File: config.mk
export PLATFORM = sky130hd
export DESIGN_NAME = rr_arbiter_16_flat
export DESIGN_NICKNAME = d
export VERILOG_FILES = /design/src/rtl/rr_arb_pkg.sv /design/src/rtl/rr_arbiter_16_if.sv /design/src/rtl/rr_pick.sv /design/src/rtl/rr_arbiter_16.sv /design/src/flat_wrapper.sv
export SDC_FILE = /design/constraint.sdc
export NUM_CORES = 1
export LEC_CHECK = 0
export CELL_PAD_IN_SITES_DETAIL_PLACEMENT = 1
export CELL_PAD_IN_SITES_GLOBAL_PLACEMENT = 1
export CORE_MARGIN = 3
export CORE_UTILIZATION = 42
export CTS_CLUSTER_DIAMETER = 50
export DETAILED_ROUTE_END_ITERATION = 8
export HOLD_SLACK_MARGIN = 0.08
export PLACE_DENSITY = 0.81
export SYNTH_ARGS = -nofsm -noshare
export SYNTH_HDL_FRONTEND = slang
export SYNTH_SLANG_ARGS = --single-unit
File: constraint.sdc
create_clock -name clk -period 5.2 [get_ports clk]
set_clock_uncertainty 0.05 [all_clocks]
set_input_delay 1.56 -clock clk [delete_from_list [all_inputs] [get_ports clk]]
set_output_delay 1.56 -clock clk [all_outputs]
set_load 0.02 [all_outputs]
File: src/rtl/rr_arb_pkg.sv
// Shared definitions for the 16-way round-robin arbiter.
//   N_REQ   : number of requesters
//   IDX_W   : width of a requester index / rotating priority pointer
//   state_t : arbiter FSM states
package rr_arb_pkg;

  localparam int N_REQ = 16;
  localparam int IDX_W = 4;

  typedef enum logic [1:0] {
    IDLE  = 2'd0,
    OFFER = 2'd1,
    HOLD  = 2'd2
  } state_t;

endpackage : rr_arb_pkg

File: src/rtl/rr_arbiter_16_if.sv
// Handshake bundle between requesters/downstream and the arbiter.
//   req       : per-requester request level
//   gnt       : one-hot grant vector (all-zero when nothing is granted)
//   gnt_valid : grant offered downstream
//   gnt_ready : downstream accepts the offered grant
//   done      : single-cycle pulse ending a locked grant
//   busy      : arbiter not in IDLE
//   err_done  : sticky flag, done seen outside HOLD
// modport slave  : arbiter side (drives grant/status)
// modport master : requester/downstream side (drives req/handshake)
interface rr_arbiter_16_if;
  import rr_arb_pkg::*;

  logic [N_REQ-1:0] req;
  logic [N_REQ-1:0] gnt;
  logic             gnt_valid;
  logic             gnt_ready;
  logic             done;
  logic             busy;
  logic             err_done;

  modport slave (
    input  req, gnt_ready, done,
    output gnt, gnt_valid, busy, err_done
  );

  modport master (
    output req, gnt_ready, done,
    input  gnt, gnt_valid, busy, err_done
  );

endinterface : rr_arbiter_16_if

File: src/rtl/rr_pick.sv
// Rotating-priority picker (purely combinational).
//   i_req     : request vector
//   i_ptr     : index holding highest priority this round
//   o_win     : one-hot winner (zero when no request)
//   o_win_idx : winner index (don't-care when o_any=0)
//   o_any     : at least one request present
module rr_pick
  import rr_arb_pkg::*;
(
  input  logic [N_REQ-1:0] i_req,
  input  logic [IDX_W-1:0] i_ptr,
  output logic [N_REQ-1:0] o_win,
  output logic [IDX_W-1:0] o_win_idx,
  output logic             o_any
);

  logic [2*N_REQ-1:0] w_dbl;
  logic [N_REQ-1:0]   w_rot;
  logic [IDX_W-1:0]   w_off;

  // Doubling the vector lets a plain shift perform the mod-16 rotation,
  // so bit 0 of w_rot is requester i_ptr.
  assign w_dbl = {i_req, i_req};
  assign w_rot = w_dbl[{1'b0, i_ptr} +: N_REQ];

  // NOTE: every variable gets a default at the top of always_comb so no
  // path leaves it unassigned, which would infer a latch.
  always_comb begin
    w_off = '0;
    // Scan from the top down so the lowest set offset is the last write.
    for (int i = N_REQ - 1; i >= 0; i--) begin
      if (w_rot[i]) w_off = IDX_W'(i);
    end
  end

  // Natural 4-bit overflow wraps the offset back onto the requester range.
  assign o_win_idx = i_ptr + w_off;
  assign o_any     = |i_req;
  assign o_win     = o_any ? ({{(N_REQ-1){1'b0}}, 1'b1} << o_win_idx) : '0;

endmodule : rr_pick

File: src/rtl/rr_arbiter_16.sv
// 16-way round-robin arbiter with offer/accept handshake and optional lock.
//   LOCK_EN : 1 = grant held after acceptance until done, 0 = released
//   clk     : rising-edge clock
//   rst_n   : asynchronous active-low reset
//   bus     : handshake bundle (slave modport)
module rr_arbiter_16
  import rr_arb_pkg::*;
#(
  parameter bit LOCK_EN = 1'b1
) (
  input logic            clk,
  input logic            rst_n,
  rr_arbiter_16_if.slave bus
);

  state_t           r_state;
  logic [N_REQ-1:0] r_gnt;
  logic             r_gnt_valid;
  logic [IDX_W-1:0] r_ptr;
  logic [IDX_W-1:0] r_win_idx;
  logic             r_err_done;

  logic [N_REQ-1:0] w_win;
  logic [IDX_W-1:0] w_win_idx;
  logic             w_any;

  rr_pick u_pick (
    .i_req     (bus.req),
    .i_ptr     (r_ptr),
    .o_win     (w_win),
    .o_win_idx (w_win_idx),
    .o_any     (w_any)
  );

  // NOTE: sequential state uses non-blocking assignments so every register
  // samples pre-edge values, independent of statement order.
  // NOTE: every register, including the pointer, is asynchronously reset so
  // arbitration after reset always restarts from requester 0.
  always_ff @(posedge clk or negedge rst_n) begin
    if (!rst_n) begin
      r_state     <= IDLE;
      r_gnt       <= '0;
      r_gnt_valid <= 1'b0;
      r_ptr       <= '0;
      r_win_idx   <= '0;
      r_err_done  <= 1'b0;
    end else begin
      // done is only legal while a locked grant is held.
      if (bus.done && (r_state != HOLD)) r_err_done <= 1'b1;

      unique case (r_state)
        IDLE: begin
          if (w_any) begin
            r_gnt       <= w_win;
            r_win_idx   <= w_win_idx;
            r_gnt_valid <= 1'b1;
            r_state     <= OFFER;
          end
        end
        OFFER: begin
          // The offer is never revoked; req is not looked at here.
          if (bus.gnt_ready) begin
            r_ptr       <= r_win_idx + 1'b1;
            r_gnt_valid <= 1'b0;
            if (LOCK_EN) begin
              r_state <= HOLD;
            end else begin
              r_gnt   <= '0;
              r_state <= IDLE;
            end
          end
        end
        HOLD: begin
          if (bus.done) begin
            r_gnt   <= '0;
            r_state <= IDLE;
          end
        end
        default: begin
          r_gnt       <= '0;
          r_gnt_valid <= 1'b0;
          r_state     <= IDLE;
        end
      endcase
    end
  end

  assign bus.gnt       = r_gnt;
  assign bus.gnt_valid = r_gnt_valid;
  assign bus.err_done  = r_err_done;
  assign bus.busy      = (r_state != IDLE);

endmodule : rr_arbiter_16

File: src/flat_wrapper.sv
// flat-port wrapper written by rule: the top's interface ports become plain ports
module rr_arbiter_16_flat import rr_arb_pkg::*;
#(
  parameter bit LOCK_EN = 1'b1
)
  (clk, rst_n, bus_req, bus_gnt_ready, bus_done, bus_gnt, bus_gnt_valid, bus_busy, bus_err_done);
  rr_arbiter_16_if bus_i ();
  input logic clk;
  input logic rst_n;
  input wire logic [$bits(bus_i.req)-1:0] bus_req;
  input wire logic [$bits(bus_i.gnt_ready)-1:0] bus_gnt_ready;
  input wire logic [$bits(bus_i.done)-1:0] bus_done;
  output wire logic [$bits(bus_i.gnt)-1:0] bus_gnt;
  output wire logic [$bits(bus_i.gnt_valid)-1:0] bus_gnt_valid;
  output wire logic [$bits(bus_i.busy)-1:0] bus_busy;
  output wire logic [$bits(bus_i.err_done)-1:0] bus_err_done;
  assign bus_i.req = bus_req;
  assign bus_i.gnt_ready = bus_gnt_ready;
  assign bus_i.done = bus_done;
  assign bus_gnt = bus_i.gnt;
  assign bus_gnt_valid = bus_i.gnt_valid;
  assign bus_busy = bus_i.busy;
  assign bus_err_done = bus_i.err_done;
  rr_arbiter_16 #(.LOCK_EN(LOCK_EN)) u_core (.clk(clk), .rst_n(rst_n), .bus(bus_i));
endmodule
# ---- Word-level counts from Yosys, hierarchy flattened
# Cells that the tools add are included.
dict set report word_totals {
  ramBits 0
  latch_bits 0
  romBits 0
  mem_count 0
  reg_bits 28
  input_bits 20
  wordCells 53
  out_inout_bits 19
}
dict set report op_classes {
  n_eq_ne 6
  add_sub_neg 2
  div_mod_pow 0
  reduce_logical 9
  shifts 2
  magnitude_cmp 0
  n_mux 26
  bitwise_logic 2
  mul 0
}
# op count
set ops {}
lappend ops {{$mux 4} 16}
lappend ops {{$pmux 16 s3} 1}
lappend ops {{$mux 16} 2}
lappend ops {{$shiftx 32x5->16} 1}
lappend ops {{$reduce_or 16->1} 1}
lappend ops {{$shl 1x4->16 const A} 1}
lappend ops {{$reduce_and 3->1} 3}
lappend ops {{$ne 2x2->1 const B} 4}
lappend ops {{$mux 2} 3}
lappend ops {{$pmux 2 s3} 1}
lappend ops {{$add 4x1->4 const B} 1}
lappend ops {{$add 4x4->4} 1}
lappend ops {{$reduce_and 2->1} 2}
lappend ops {{$pmux 1 s3} 1}
lappend ops {{$eq 2x1->1 const B} 1}
lappend ops {{$eq 2x2->1 const B} 1}
lappend ops {{$logic_not 2->1} 1}
lappend ops {{$mux 1} 2}
lappend ops {{$not 1->1} 2}
lappend ops {{$reduce_bool 2->1} 1}
lappend ops {{$logic_and 1x1->1} 1}

# ---- Depth between registers and ports, before layout
dict set report logic_depth {
  depth_word 21
  ltp_mapped 18
  mapped_depth_nobuf 15
}

# ---- Hierarchy
# A second synthesis with hierarchy kept.
dict set report unflattened {
  hier_cells 278
  hier_area_um2 2817.7
}
# mod seq_area_each_um2 instances cells_each area_each_um2
set modules_own_cells {}
lappend modules_own_cells {rr_pick 0.0 1 179 1582.8}
lappend modules_own_cells {rr_arbiter_16 700.7 1 99 1234.9}

# ---- Worst setup path after synthesis
# OpenSTA, ideal clock, no wires.
dict set report synth_path {
  kind {in2reg}
  startpoint {input port bus_req[2]}
  endpoint {register u_core.r_gnt[10], in the netlist u_core.bus.gnt[10]}
  path_stages 15
  t_arrival_ns 4.722
  setup_slack_ns 0.362
  n_path_buf 0
  setup_ns 0.066
  t_required_ns 5.084
  cell_sequence {mux4_1 > a21oi_1 > nand2_1 > a31o_2 > a21oi_1 > a2111oi_0 > o311a_1 > ha_1 > a21oi_1 > nor2b_1 > nor2_1 > xor2_1 > nand3_1 > mux2i_1 > a22o_1}
}
dict set report synth_via {
  elab_chain_cells 21
  elab_cells_between_ends 24
  cone_classes {add/sub (1); eq/ne (1); shift (2); mux (18); reduce/logical (2)}
}
# element line
set synth_rtl {}
lappend synth_rtl {{from (decl)} flat_wrapper.sv:10} ;# input wire logic [$bits(bus_i.req)-1:0] bus_req;
lappend synth_rtl {{$shiftx 32x5->16} rr_pick.sv:24} ;# assign w_rot = w_dbl[{1'b0, i_ptr} +: N_REQ];
lappend synth_rtl {{$mux 4 (16 in series)} rr_pick.sv:32} ;# if (w_rot[i]) w_off = IDX_W'(i);
lappend synth_rtl {{$add 4x4->4} rr_pick.sv:37} ;# assign o_win_idx = i_ptr + w_off;
lappend synth_rtl {{$shl 1x4->16} rr_pick.sv:39} ;# assign o_win = o_any ? ({{(N_REQ-1){1'b0}}, 1'b1} << o_win_idx) : '0;
lappend synth_rtl {{$mux 16} rr_arbiter_16.sv:53} ;# if (w_any) begin
lappend synth_rtl {{$pmux 16 s3} rr_arbiter_16.sv:51} ;# unique case (r_state)
lappend synth_rtl {{to (signal assigned)} rr_arbiter_16.sv:54} ;# r_gnt <= w_win;
lappend synth_rtl {{to (decl)} rr_arbiter_16.sv:17} ;# logic [N_REQ-1:0] r_gnt;
# Parallel ways exist; a longest one is shown, timed or not. The select of a mux whose other input is x is not followed.
# A chain may end at the register's enable or synchronous reset.

# ---- Worst setup path in the final report
dict set report layout_path {
  startpoint {input port bus_req[12]}
  endpoint {register u_core.r_gnt[5], in the netlist u_core.bus.gnt[5]}
}
# The elaborated chain is that of the path after synthesis.

==> flow_metrics.py <==
metrics = {
    "routing": {
        "routedWlPerCell_um": 26.3,
        "drt_wl_total_um": 11300,
        "vias": 2900,
        "first_pass_iters": 5,
        "ant_nets": 0,
        "first_iter_violations": 268,
        "routed_via_density": 6.73,
        "drc": 0,
    },
    "clocking": {
        "cts_made_buffers": 3,
        "cts_sinks": 28,
        "clock_latency_ns": 0.28,
        "cts.path.max_buffers": 2,
        "postCtsHoldBufs": 0,
        "htreeDepth": 1,
        "clk_pin_slew_worst_paths_ns": 0.10,
        "root_buffer": "clkbuf_8",
        "cts_tree": "yes",
    },
    "worst_setup_path": {
        "critPathMaxFanout": 5,
        "start_kind": "primary input",
        "cp-end-kind": "flip-flop",
        "reg2reg_from": "u_core.r_ptr[1]",
        "regToRegSetupSlack_ns": 0.36,
        "cp.required_ns": 5.36,
        "worst-setup-path-type": "in -> reg",
        "cp.arrival_ns": 5.37,
        "rr_endpoint": "u_core.bus.gnt[5]",
        "r2r.worst_path.cells": 16,
    },
    "cells_and_area": {
        "diodes": 0,
        "seq_area_um2": 701,
        "syn_to_final_growth_pct": 44.2,
        "nets": 385,
        "multi_input_area_um2": 1950,
        "nFillCells": 634,
        "final_layout_size_suffix_gt1_frac": 0.398,
    },
    "floorplan": {
        "ios": 39,
        "die_w_um": 84.1,
        "dieHeight_um": 84.1,
        "die_area_um2": 7080,
        "start_util": 0.449,
        "rows": 27,
        "core_um2": 5710,
    },
    "sta": {
        "slew_viol_final": 0,
        "worst_pin_slew_ns": 1.11,
        "hold_violations": 0,
        "worst_slew_margin_rel": 0.261,
        "fin_crit_ns": 5.21,
        "setup_viol": 1,
        "finalCritPeriodShare": 1.00,
        "setup_slack_ns": -0.0101,
        "fmax_ghz": 0.192,
    },
    "placement": {
        "pre_cts_slack_ns": -0.618,
        "dp_hpwl_um": 6640,
        "gp_congestion": 0.882,
        "port_buffers": 38,
    },
    "global_routing": {
        "grt.overflow.total": 0,
        "grtUsageTotal": 0.298,
        "grt_pass1_vias": 3089,
        "grt_max_degree": 28,
        "grt_pass1_wl_um": 16800,
        "grt_antenna_before_repair": 0,
    },
    "synthesis": {
        "ys_types": 55,
        "synth_edf_count": 0,
        "syn_nets": 292,
        "async_flop_share": 1.00,
        "yosysWarnings": 0,
        "seq_area_frac_synth": 0.273,
        "synth_area_um2": 2560,
        "avgSynthCellArea_um2": 9.60,
        "dominantRegCellSynth": "dfrtp_1",
        "ys_ff_latch": 28,
        "syn_inst": 267,
    },
    "hold_path": {
        "hp-class": "reg -> reg",
        "hold-path-cell-count": 1,
        "hold_end": "u_core.bus.err_done",
        "min_from": "u_core.bus.err_done",
    },
    "job": {
        "maxCapViolations": 0,
    },
    "status": {
        "violations": "negative setup slack",
        "status": "complete, but fails checks",
    },
}
-- final cells by class --
class / instances / share of cell area
clock inverter: 1 / 0.00812
inverter: 7 / 0.00711
clock buffer: 3 / 0.0112
multi-input combinational: 218 / 0.528
sequential: 28 / 0.190
timing repair buffer: 102 / 0.231
tap: 72 / 0.0244
-- cells in the final DEF (no fill, tap or decap), drive strengths merged, types with 6 or more instances in the layout --
cell           instances
a21oi                 21
a22o                   8
buf                   64
clkdlybuf4s50         22
dfrtp                 28
dlygate4sd2           11
inv                    7
mux2                   7
mux2i                 14
mux4                  18
nand2                 29
nand2b                 6
nand3                  7
nor2                  19
nor2b                  6
o21ai                 19
-- timing repair --
item,4_1_cts,5_1_grt
setup buffers,5,4
setup endpoints to repair,17,18
pin swaps,11,10
resized for setup,35,38
-- metal layers --
metal / GRT usage / vias up / wire [µm]
met1: 0.362 / 1449 / 4090
met5: 0 / - / 0
met2: 0.518 / 191 / 5880
li1: - / 1194 / -
met3: 0.0491 / 66 / 755
met4: 0.130 / 0 / 605
-- synthesized netlist by cell type (3+ instances only) --
master | n | area share
nand3_1 | 7 | 0.014
mux2i_1 | 14 | 0.055
clkbuf_1 | 8 | 0.012
a22o_1 | 8 | 0.027
a21oi_1 | 20 | 0.039
nand2b_1 | 6 | 0.015
nor4_1 | 5 | 0.012
xor2_1 | 5 | 0.017
o21ai_0 | 16 | 0.031
dfrtp_1 | 28 | 0.27
mux2_2 | 7 | 0.031
ha_1 | 5 | 0.024
nand2_1 | 29 | 0.042
mux4_1 | 6 | 0.061
nor2b_1 | 6 | 0.015
xnor2_1 | 4 | 0.014
mux4_2 | 12 | 0.11
inv_1 | 7 | 0.010
nor3_1 | 3 | 0.0059
nor2_1 | 19 | 0.028
a211oi_1 | 4 | 0.012
-- how the worst max path moves through the flow --
stage | startpoint | end | slack, ns | cells past startpoint
6_report | bus_req[12] | u_core.bus.gnt[5] | -0.01 | 17
2_1_floorplan | bus_req[2] | u_core.bus.gnt[10] | 0.36 | 15
4_1_cts | bus_req[11] | u_core.bus.gnt[0] | 0.007 | 17
3_3_place_gp | bus_req[2] | u_core.bus.gnt[10] | -0.39 | 15
5_1_grt | bus_req[4] | u_core.bus.gnt[11] | -0.13 | 17
3_5_place_dp | bus_req[2] | u_core.bus.gnt[0] | -0.62 | 15
-- cells by family (layout without fill, tap and decap cells) --
family | Yosys count | in the layout | synth area share
DFF | 28 | 28 | 0.273
muxes | 39 | 39 | 0.252
AOI/OAI and AO/OA | 74 | 74 | 0.198
xor gates and xnor gates | 9 | 9 | 0.0307
buffers and inverters | 21 | 113 | 0.0439
and+or+nand+nor | 91 | 91 | 0.177
adders and majority gates | 5 | 5 | 0.0244
-- sequential cells by signal (all words and copies together), names as in the netlist --
name	flops
u_core.r_state	2
u_core.r_ptr	4
u_core.bus.err_done	1
u_core.r_win_idx	4
u_core.bus.gnt	16
u_core.bus.gnt_valid	1
-- worst max-delay path, cell delays in order --
cell and delay [ns]:
dlygate4sd2_1 0.30, mux4_2 0.52, buf_4 0.17, mux4_2 0.49, a31oi_2 0.18, o31ai_2 0.09
buf_4 0.14, nand2_1 0.08, o41ai_2 0.08, nor2_2 0.26, buf_4 0.16, ha_1 0.26
xnor2_1 0.21, nand2_1 0.20, nor2_2 0.28, mux2i_1 0.17, o21ai_1 0.22
-- through the flow --
stage	cell area, µm²	utilization	TNS (ns)	cells	hold slack, ns
final	3700	0.648	-0.0101	431	0.440
after CTS	3510	0.616	0	427	0.447
after global placement	3360	0.589	-5.91	418	0.394
after floorplan	2560	-	0	267	0.422
after global routing	3700	0.648	-1.18	431	0.472
after detailed placement	3360	0.589	-9.45	418	0.421
Power is left out: the tool's default activity adds up to more than one toggle a clock period on the data nets, which glitch-free logic cannot reach.
